### src/rtl/uart_tx_arbiter_if.sv
// Bundle of client request signals and UART_TOP transmit signals around uart_tx_arbiter.
// The slave modport is the arbiter's view; the master modport is the client/UART side.
interface uart_tx_arbiter_if #(
    parameter int DATA_WIDTH = 8,
    parameter int N_REQ      = 4
);
    localparam int IDX_W = (N_REQ > 1) ? $clog2(N_REQ) : 1;

    logic [N_REQ-1:0]            req_i;
    logic [N_REQ*DATA_WIDTH-1:0] data_i;
    logic [N_REQ-1:0]            par_en_i;
    logic [N_REQ-1:0]            par_typ_i;
    logic [N_REQ-1:0]            grant_o;
    logic [N_REQ-1:0]            ack_o;
    logic                        err_o;
    logic [IDX_W-1:0]            err_src_o;
    logic [DATA_WIDTH-1:0]       tx_p_data;
    logic                        tx_data_valid;
    logic                        tx_par_en;
    logic                        tx_par_typ;
    logic                        tx_busy;

    modport slave (
        input  req_i, data_i, par_en_i, par_typ_i, tx_busy,
        output grant_o, ack_o, err_o, err_src_o,
        output tx_p_data, tx_data_valid, tx_par_en, tx_par_typ
    );

    modport master (
        output req_i, data_i, par_en_i, par_typ_i, tx_busy,
        input  grant_o, ack_o, err_o, err_src_o,
        input  tx_p_data, tx_data_valid, tx_par_en, tx_par_typ
    );
endinterface

### src/rtl/uart_tx_arbiter.sv
// Round-robin arbiter sharing one UART_TOP transmitter among N_REQ requesters.
// Captures the winner's byte and parity settings, strobes data_valid, and tracks busy until the frame ends.
module uart_tx_arbiter #(
    parameter int DATA_WIDTH = 8,
    parameter int N_REQ      = 4,
    parameter int BUSY_TO    = 16
) (
    input  logic             CLK,
    input  logic             RST,
    uart_tx_arbiter_if.slave bus
);
    localparam int IDX_W = (N_REQ > 1) ? $clog2(N_REQ) : 1;
    localparam int CNT_W = $clog2(BUSY_TO + 1);

    localparam logic [1:0] IDLE      = 2'd0;
    localparam logic [1:0] ISSUE     = 2'd1;
    localparam logic [1:0] WAIT_BUSY = 2'd2;
    localparam logic [1:0] WAIT_DONE = 2'd3;

    logic [1:0]            state_q, state_d;
    logic [N_REQ-1:0]      grant_q, grant_d;
    logic [IDX_W-1:0]      win_q, win_d;
    logic [IDX_W-1:0]      ptr_q, ptr_d;
    logic [IDX_W-1:0]      err_src_q, err_src_d;
    logic [DATA_WIDTH-1:0] data_q, data_d;
    logic                  par_en_q, par_en_d;
    logic                  par_typ_q, par_typ_d;
    logic [CNT_W-1:0]      cnt_q, cnt_d;

    logic                  cand_found;
    logic [IDX_W-1:0]      cand_idx;
    logic [IDX_W:0]        scan_sum;
    logic [IDX_W-1:0]      next_ptr;
    logic                  busy_hit;
    logic                  timeout;

    // Scan upward from the pointer with wrap; the extra sum bit absorbs the wrap before folding back.
    always_comb begin
        cand_found = 1'b0;
        cand_idx   = '0;
        scan_sum   = '0;
        for (int i = 0; i < N_REQ; i++) begin
            scan_sum = {1'b0, ptr_q} + (IDX_W+1)'(i);
            if (scan_sum >= (IDX_W+1)'(N_REQ)) begin
                scan_sum = scan_sum - (IDX_W+1)'(N_REQ);
            end
            if (!cand_found && bus.req_i[scan_sum[IDX_W-1:0]]) begin
                cand_found = 1'b1;
                cand_idx   = scan_sum[IDX_W-1:0];
            end
        end
    end

    assign next_ptr = (win_q == IDX_W'(N_REQ - 1)) ? '0 : win_q + 1'b1;
    assign busy_hit = (state_q == WAIT_BUSY) && bus.tx_busy;
    assign timeout  = (state_q == WAIT_BUSY) && !bus.tx_busy && (cnt_q == CNT_W'(BUSY_TO - 1));

    always_comb begin
        state_d   = state_q;
        grant_d   = grant_q;
        win_d     = win_q;
        ptr_d     = ptr_q;
        err_src_d = err_src_q;
        data_d    = data_q;
        par_en_d  = par_en_q;
        par_typ_d = par_typ_q;
        cnt_d     = cnt_q;
        case (state_q)
            IDLE: begin
                if (cand_found) begin
                    grant_d   = N_REQ'(1) << cand_idx;
                    win_d     = cand_idx;
                    data_d    = bus.data_i[cand_idx*DATA_WIDTH +: DATA_WIDTH];
                    par_en_d  = bus.par_en_i[cand_idx];
                    par_typ_d = bus.par_typ_i[cand_idx];
                    state_d   = ISSUE;
                end
            end
            ISSUE: begin
                cnt_d   = '0;
                state_d = WAIT_BUSY;
            end
            WAIT_BUSY: begin
                if (busy_hit) begin
                    state_d = WAIT_DONE;
                end else if (timeout) begin
                    err_src_d = win_q;
                    grant_d   = '0;
                    ptr_d     = next_ptr;
                    state_d   = IDLE;
                end else begin
                    cnt_d = cnt_q + 1'b1;
                end
            end
            default: begin
                if (!bus.tx_busy) begin
                    grant_d = '0;
                    ptr_d   = next_ptr;
                    state_d = IDLE;
                end
            end
        endcase
    end

    always_ff @(posedge CLK) begin
        if (RST) begin
            state_q   <= IDLE;
            grant_q   <= '0;
            win_q     <= '0;
            ptr_q     <= '0;
            err_src_q <= '0;
            data_q    <= '0;
            par_en_q  <= 1'b0;
            par_typ_q <= 1'b0;
            cnt_q     <= '0;
        end else begin
            state_q   <= state_d;
            grant_q   <= grant_d;
            win_q     <= win_d;
            ptr_q     <= ptr_d;
            err_src_q <= err_src_d;
            data_q    <= data_d;
            par_en_q  <= par_en_d;
            par_typ_q <= par_typ_d;
            cnt_q     <= cnt_d;
        end
    end

    // ack and err fire in the WAIT_BUSY cycle that decides the outcome, so err_src is forwarded alongside err.
    assign bus.grant_o       = grant_q;
    assign bus.ack_o         = busy_hit ? grant_q : '0;
    assign bus.err_o         = timeout;
    assign bus.err_src_o     = timeout ? win_q : err_src_q;
    assign bus.tx_data_valid = (state_q == ISSUE);
    assign bus.tx_p_data     = data_q;
    assign bus.tx_par_en     = par_en_q;
    assign bus.tx_par_typ    = par_typ_q;
endmodule
### src/flat_wrapper.sv
// flat-port wrapper written by rule: the top's interface ports become plain ports
module uart_tx_arbiter_flat 
#(
    parameter int DATA_WIDTH = 8,
    parameter int N_REQ      = 4,
    parameter int BUSY_TO    = 16
)
  (CLK, RST, bus_req_i, bus_data_i, bus_par_en_i, bus_par_typ_i, bus_tx_busy, bus_grant_o, bus_ack_o, bus_err_o, bus_err_src_o, bus_tx_p_data, bus_tx_data_valid, bus_tx_par_en, bus_tx_par_typ);
  uart_tx_arbiter_if #(.DATA_WIDTH(DATA_WIDTH), .N_REQ(N_REQ)) bus_i ();
  input  logic CLK;
  input  logic RST;
  input wire logic [$bits(bus_i.req_i)-1:0] bus_req_i;
  input wire logic [$bits(bus_i.data_i)-1:0] bus_data_i;
  input wire logic [$bits(bus_i.par_en_i)-1:0] bus_par_en_i;
  input wire logic [$bits(bus_i.par_typ_i)-1:0] bus_par_typ_i;
  input wire logic [$bits(bus_i.tx_busy)-1:0] bus_tx_busy;
  output wire logic [$bits(bus_i.grant_o)-1:0] bus_grant_o;
  output wire logic [$bits(bus_i.ack_o)-1:0] bus_ack_o;
  output wire logic [$bits(bus_i.err_o)-1:0] bus_err_o;
  output wire logic [$bits(bus_i.err_src_o)-1:0] bus_err_src_o;
  output wire logic [$bits(bus_i.tx_p_data)-1:0] bus_tx_p_data;
  output wire logic [$bits(bus_i.tx_data_valid)-1:0] bus_tx_data_valid;
  output wire logic [$bits(bus_i.tx_par_en)-1:0] bus_tx_par_en;
  output wire logic [$bits(bus_i.tx_par_typ)-1:0] bus_tx_par_typ;
  assign bus_i.req_i = bus_req_i;
  assign bus_i.data_i = bus_data_i;
  assign bus_i.par_en_i = bus_par_en_i;
  assign bus_i.par_typ_i = bus_par_typ_i;
  assign bus_i.tx_busy = bus_tx_busy;
  assign bus_grant_o = bus_i.grant_o;
  assign bus_ack_o = bus_i.ack_o;
  assign bus_err_o = bus_i.err_o;
  assign bus_err_src_o = bus_i.err_src_o;
  assign bus_tx_p_data = bus_i.tx_p_data;
  assign bus_tx_data_valid = bus_i.tx_data_valid;
  assign bus_tx_par_en = bus_i.tx_par_en;
  assign bus_tx_par_typ = bus_i.tx_par_typ;
  uart_tx_arbiter #(.DATA_WIDTH(DATA_WIDTH), .N_REQ(N_REQ), .BUSY_TO(BUSY_TO)) u_core (.CLK(CLK), .RST(RST), .bus(bus_i));
endmodule
### config.mk
export PLATFORM = sky130hd
export DESIGN_NAME = uart_tx_arbiter_flat
export DESIGN_NICKNAME = d
export VERILOG_FILES = /design/src/rtl/uart_tx_arbiter_if.sv /design/src/rtl/uart_tx_arbiter.sv /design/src/flat_wrapper.sv
export SDC_FILE = /design/constraint.sdc
export NUM_CORES = 1
export LEC_CHECK = 0
export CELL_PAD_IN_SITES_DETAIL_PLACEMENT = 0
export CELL_PAD_IN_SITES_GLOBAL_PLACEMENT = 1
export CORE_MARGIN = 4
export CORE_UTILIZATION = 28
export DETAILED_ROUTE_END_ITERATION = 10
export PLACE_DENSITY = 0.87
export SLEW_MARGIN = 20
export SYNTH_ARGS = -nofsm -noshare
export SYNTH_HDL_FRONTEND = slang
export SYNTH_SLANG_ARGS = --single-unit
### constraint.sdc
create_clock -name CLK -period 1.5 [get_ports CLK]
set_input_delay 0.3 -clock CLK [delete_from_list [all_inputs] [get_ports CLK]]
set_output_delay 0.3 -clock CLK [all_outputs]
set_load 0.03 [all_outputs]
==> impl_metrics.yaml, run 1 <==
place:
  dp_cells: 338
  placement.io_buffers: 68
  hpwlAfterDp_um: 3720
  placed_area_um2: 2650
  gp_congestion: 0.785
synthesis:
  netlist_instances: 181
  synthFlopType: "dfxtp_1"
  synth_async_sr_flop_share_pct: 0
  yosys_warnings: 0
  ys_ff_latch: 27
  synth_edf_count: 0
  synthTopCellsByArea: "dfxtp_1, mux2i_1, o221ai_2"
  netlist_area_um2: 1660
  syn_area_per_cell_um2: 9.15
  yosys.area.top_type_share_pct: 32.6
  synth_nets: 235
  synth_cell_type_count: 36
  synth_area_leader_cell: "dfxtp_1"
  ys_seq_area_share_pct: 32.6
pwr:
  ir_worst_vdd_mv: 0.912
  p_leak_uw: 0.00132
  powerDensity_nw_per_um2: 1280
floorplanning:
  ioPinCount: 69
  die_area_um2: 7210
  start_util_pct: 29.5
  rows: 27
  die_y_um: 84.9
  core-area_um2: 5610
  die_x_um: 84.9
clock_tree:
  clockBufferDepth: 2
  tritoncts: "done"
  cts_buffers: 3
  clkTransAtPathRegs_ps: 90
  root_buffer: "clkbuf_8"
  insertion_delay_ps: 270
  cts-htree-levels: 1
  clock_sinks: 27
detailed_routing:
  initialDrtViolationCount: 52
  drc_errors: 0
  num_vias: 1695
  vias_per_cell: 4.76
  route.detailed.wl_per_inst_um: 14.3
  drtPass1Iterations: 4
  ant_nets: 0
  wl_um: 5080
sta:
  fin_ws_ps: -421
  relSlewSlack_pct: 78.3
  hold_viol: 0
  slew_violations: 0
  skew_ps: 4.90
  max_freq_mhz: 521
  period_needed_ps: 1920
  rsz0062_at_grt: "yes"
  worst_pin_slew_ps: 327
  finalSetupViolCount: 31
  fin_crit_sh_pct: 128
global_routing:
  first_global_vias: 1723
  grt_overflow: 0
  grt_max_degree: 27
  antenna_found_initial: 0
  grt_pass1_wl_um: 8460
  grt_usage_pct: 14.1
worst_setup_path:
  crit_fanout: 4
  path_cells: "ha_4 > and3_4 > ha_4 > nand3b_1 > inv_2 > nand2_2 > nand2_4 > buf_6"
  cp_common_cell: "ha_4"
  end_kind: "output port"
  cpPeakStageDelay_ps: 360
  cp_slowest_cell: "dfxtp_2"
  crit_cells: 8
  critPathBufInv: 2
  critical_path_arrival_ps: 1620
  cp_top_family: "simple AND/OR/NAND/NOR gates"
  r2r_cells: 9
  start_kind: "flip-flop"
  worst_ep_required_time_ps: 1200
  crit_type: "flip-flop to output port"
cells_and_area:
  areaGrowthSynthToFinish_pct: 83.5
  final_area_um2: 3040
  drive_gt1_share_pct: 40.5
  fin_nets: 339
  fin_util_pct: 54.2
  num_antenna_cells: 0
  stdcell_count: 356
status:
  status: "finished with violations"
  violations: "negative setup slack"
hold_path:
  hp-class: "flip-flop to flip-flop"
  holdPathStages: 2
job:
  maxCapViolCount: 0
[worst paths after layout]
path,start,to,slack (ps)
max reg2reg,u_core.cnt_q[1]$_SDFFE_PP0P_,u_core.cnt_q[3]$_SDFFE_PP0P_,-250
max,u_core.cnt_q[1]$_SDFFE_PP0P_,bus_err_src_o[0],-420
min reg2reg,u_core.cnt_q[4]$_SDFFE_PP0P_,u_core.cnt_q[4]$_SDFFE_PP0P_,470
min,u_core.cnt_q[4]$_SDFFE_PP0P_,u_core.cnt_q[4]$_SDFFE_PP0P_,470
[registers in the layout (all words and copies together) (netlist names)]
name                   flops
u_core.cnt_q               5
u_core.ptr_q               2
u_core.bus.tx_p_data       8
u_core.err_src_q           2
u_core.bus.grant_o         4
u_core.bus.tx_par_typ      1
u_core.win_q               2
u_core.bus.tx_par_en       1
u_core.state_q             2
[cells in the final DEF (no fill, tap or decap), types with 3 or more instances in the layout]
cell type        count
clkdlybuf4s50_1     42
buf_4               28
mux2i_1             24
dfxtp_1             21
buf_6               20
dlygate4sd2_1       17
nor2_1              15
nand3b_1            13
o221ai_2            10
nand2_1              6
and3_4               6
inv_1                6
nand2_2              5
a21oi_1              5
ha_4                 5
dfxtp_2              5
a21oi_2              4
inv_2                3
nand2b_1             3
or3_4                3
clkbuf_8             3
[synth_stat cells (all sizes together), types with 5 or more instances]
master and number:
dfxtp 27, nand2 13, mux2i 24, buf 6, clkbuf 5, nor2 17, a21oi 9, nand3b 13
and3 6, o221ai 10, inv 10, ha 7
[worst register-to-register path, delay by kind of cell, from the launching register on]
kind	cells	cell delay (ps)
simple gates	5	720
flops	1	350
fa+ha+maj	2	310
buf+inv	1	160
xor+xnor	1	160
[logic make-up after synthesis]
| family | count (synthesis) | share of synthesized area (%) |
|---|---|---|
| buf+inv | 21 | 6.65 |
| mux | 24 | 14.5 |
| flops | 27 | 32.6 |
| fa+ha+maj | 7 | 5.29 |
| simple gates | 69 | 22.7 |
| compound gates | 31 | 17.1 |
| xor+xnor | 2 | 1.06 |
[power by group]
part           switching (uW)  total [uW]  leakage, uW  internal, uW
clock                     231         419    0.0000217           189
sequential                117        1010     0.000224           896
combinational            1230        2460      0.00107          1230
[through the flow]
| stage | worst slack [ps] | TNS (ps) | power [uW] | hold slack (ps) |
|---|---|---|---|---|
| 6_report | -421 | -4810 | 3890 | 472 |
| 5_1_grt | -540 | -7460 | 4140 | 499 |
| 4_1_cts | -433 | -4510 | 3650 | 470 |
| 3_5_place_dp | -636 | -11770 | 3070 | 451 |
| 3_3_place_gp | -584 | -10820 | 3060 | 444 |
| 2_1_floorplan | -117 | -802 | 2270 | 436 |
[repair_timing]
item	CTS	global route
gates resized for setup	56	26
gates cloned	1	0
hold buffers	0	0
buffers inserted	5	10
pin swaps	25	14
endpoints found under the setup margin	47	34
[cell type report]
class,instances,area (um2)
multi-input cells,133,1250
clock inverters,1,7.51
clock buffers,3,41.3
fillers,500,2570
repair buffers,110,1050
well taps,72,90.1
flip-flops and latches,27,551
inverters,10,41.3
[layer usage]
| metal | global-route usage (%) | up-vias | part of all wire [%] | wire length, um |
|---|---|---|---|---|
| li1 | - | 857 | - | - |
| met1 | 17.3 | 764 | 44 | 2230 |
| met2 | 24.0 | 68 | 47 | 2370 |
| met3 | 4.95 | 6 | 8.4 | 427 |
| met4 | 2.88 | 0 | 1.2 | 60 |
| met5 | 0 | - | 0 | 0 |
Power figures use the tool's default switching activity.
==> inputs of run 2 (changes only) <==
- RECOVER_POWER: default -> 100
==> impl_metrics.yaml, run 2 (same netlist as run 1, synthesis figures left out) <==
worst_setup_path:
  r2r_slack_ps: -250
  crit_path_start: "u_core.cnt_q[1]$_SDFFE_PP0P_"
  start_kind: "flip-flop"
  worstReg2RegStart: "u_core.cnt_q[1]$_SDFFE_PP0P_"
  end_kind: "output port"
  crit_type: "flip-flop to output port"
  reg2reg_to: "u_core.cnt_q[3]$_SDFFE_PP0P_"
  critical_path_arrival_ps: 1620
  r2r_cells: 9
  worst_ep_required_time_ps: 1200
  crit_fanout: 4
status:
  violations: "negative setup slack"
  status: "finished with violations"
place:
  gp_congestion: 0.785
  placement.io_buffers: 68
  hpwlAfterDp_um: 3720
hold_path:
  worstHoldStart: "u_core.cnt_q[4]$_SDFFE_PP0P_"
  holdPathStages: 2
  hp-class: "flip-flop to flip-flop"
  min_to: "u_core.cnt_q[4]$_SDFFE_PP0P_"
sta:
  finalSetupViolCount: 31
  hold_viol: 0
  fin_ws_ps: -422
  rsz0062_at_grt: "yes"
  period_needed_ps: 1920
  fin_crit_sh_pct: 128
  slew_violations: 0
  worst_pin_slew_ps: 327
  relSlewSlack_pct: 78.3
  max_freq_mhz: 520
  skew_ps: 4.84
  tns_ps: -4830
cells_and_area:
  drive_gt1_share_pct: 40.1
  areaGrowthSynthToFinish_pct: 83.1
  final_common_cell: "clkdlybuf4s50_1"
  fillers: 499
  final_cell_mix: "clkdlybuf4s50_1, buf_4, mux2i_1"
  largest_reg_flops: 8
  fin_nets: 339
  num_antenna_cells: 0
  fin_util_pct: 54.1
clock_tree:
  cts_hold_buf: 0
  insertion_delay_ps: 270
  clockBufferDepth: 2
  tritoncts: "done"
  cts-htree-levels: 1
  root_buffer: "clkbuf_8"
  cts_buffers: 3
  clock_sinks: 27
  clkTransAtPathRegs_ps: 90
global_routing:
  grt_overflow: 0
  antenna_found_initial: 0
  grt_pass1_wl_um: 8460
  first_global_vias: 1723
  grt_max_degree: 27
  grt_usage_pct: 14.1
floorplanning:
  core-area_um2: 5610
  die_y_um: 84.9
  ioPinCount: 69
  die_x_um: 84.9
  die_area_um2: 7210
  start_util_pct: 29.5
  rows: 27
pwr:
  ir_worst_vdd_mv: 0.913
  powerDensity_nw_per_um2: 1280
  p_leak_uw: 0.00132
detailed_routing:
  wl_um: 5080
  num_vias: 1687
  vias_per_cell: 4.74
  ant_nets: 0
  drc_errors: 0
  route.detailed.wl_per_inst_um: 14.3
  drtPass1Iterations: 4
  initialDrtViolationCount: 41
job:
  maxCapViolCount: 0
-- run 2: cell types whose count changed in the layout (fill, tap and decap cells not counted) --
cell,delta
nor4_2,-1
nor4_1,+1
-- run 2: worst max-delay path: stages (launching register included) --
cell	delay [ps]
dfxtp_2	370
ha_4	140
and3_4	180
ha_4	120
nand3b_1	150
inv_2	130
nand2_2	70
nand2_4	70
buf_6	120
-- run 2: where the power goes --
part	leakage, uW	total, uW	switching (uW)	internal (uW)
clock network	0.0000217	419	231	189
registers	0.000224	1010	118	896
logic	0.00107	2460	1230	1230
-- run 2: area by class of cell --
| class | count | area, um2 | share of cell area (%) |
|---|---|---|---|
| sequential | 27 | 551 | 18.2 |
| tap | 72 | 90.1 | 2.97 |
| inverter | 10 | 41.3 | 1.36 |
| multi-input combinational | 133 | 1250 | 41.1 |
| clock inverter | 1 | 7.51 | 0.248 |
| timing repair buffer | 110 | 1050 | 34.8 |
| clock buffer | 3 | 41.3 | 1.36 |
-- run 2: routing by layer --
metal / track usage [%] / vias up / routed length, um
met2: 24.0 / 63 / 2360
met1: 17.3 / 760 / 2240
met5: 0 / - / 0
li1: - / 858 / -
met3: 4.95 / 6 / 416
met4: 2.88 / 0 / 63
-- run 2: through the flow --
stage	total power [uW]	setup WS, ps	instance area [um2]	hold WS (ps)	instances
after global routing	4140	-540	3030	499	356
after floorplan	2270	-117	1730	436	181
after global placement	3060	-584	2650	444	338
after detailed placement	3070	-636	2650	451	338
after CTS	3650	-433	2870	470	348
final	3890	-422	3030	472	356
-- run 2: how the worst max path moves through the flow --
stage               cells past startpoint                                  to  slack [ps]
floorplan                               7                    bus_err_src_o[0]        -120
global placement                        7   u_core.bus.tx_par_en$_SDFFE_PP0P_        -580
detailed placement                      7  u_core.bus.tx_par_typ$_SDFFE_PP0P_        -640
CTS                                     8                    bus_err_src_o[0]        -430
global route                            8                    bus_err_src_o[0]        -540
finish                                  8                    bus_err_src_o[0]        -420
-- run 2: repair_timing --
action | CTS | global route
setup endpoints to repair | 47 | 34
buffers inserted | 5 | 10
pin swaps | 25 | 14
gates resized for setup | 56 | 26
gates cloned | 1 | 0
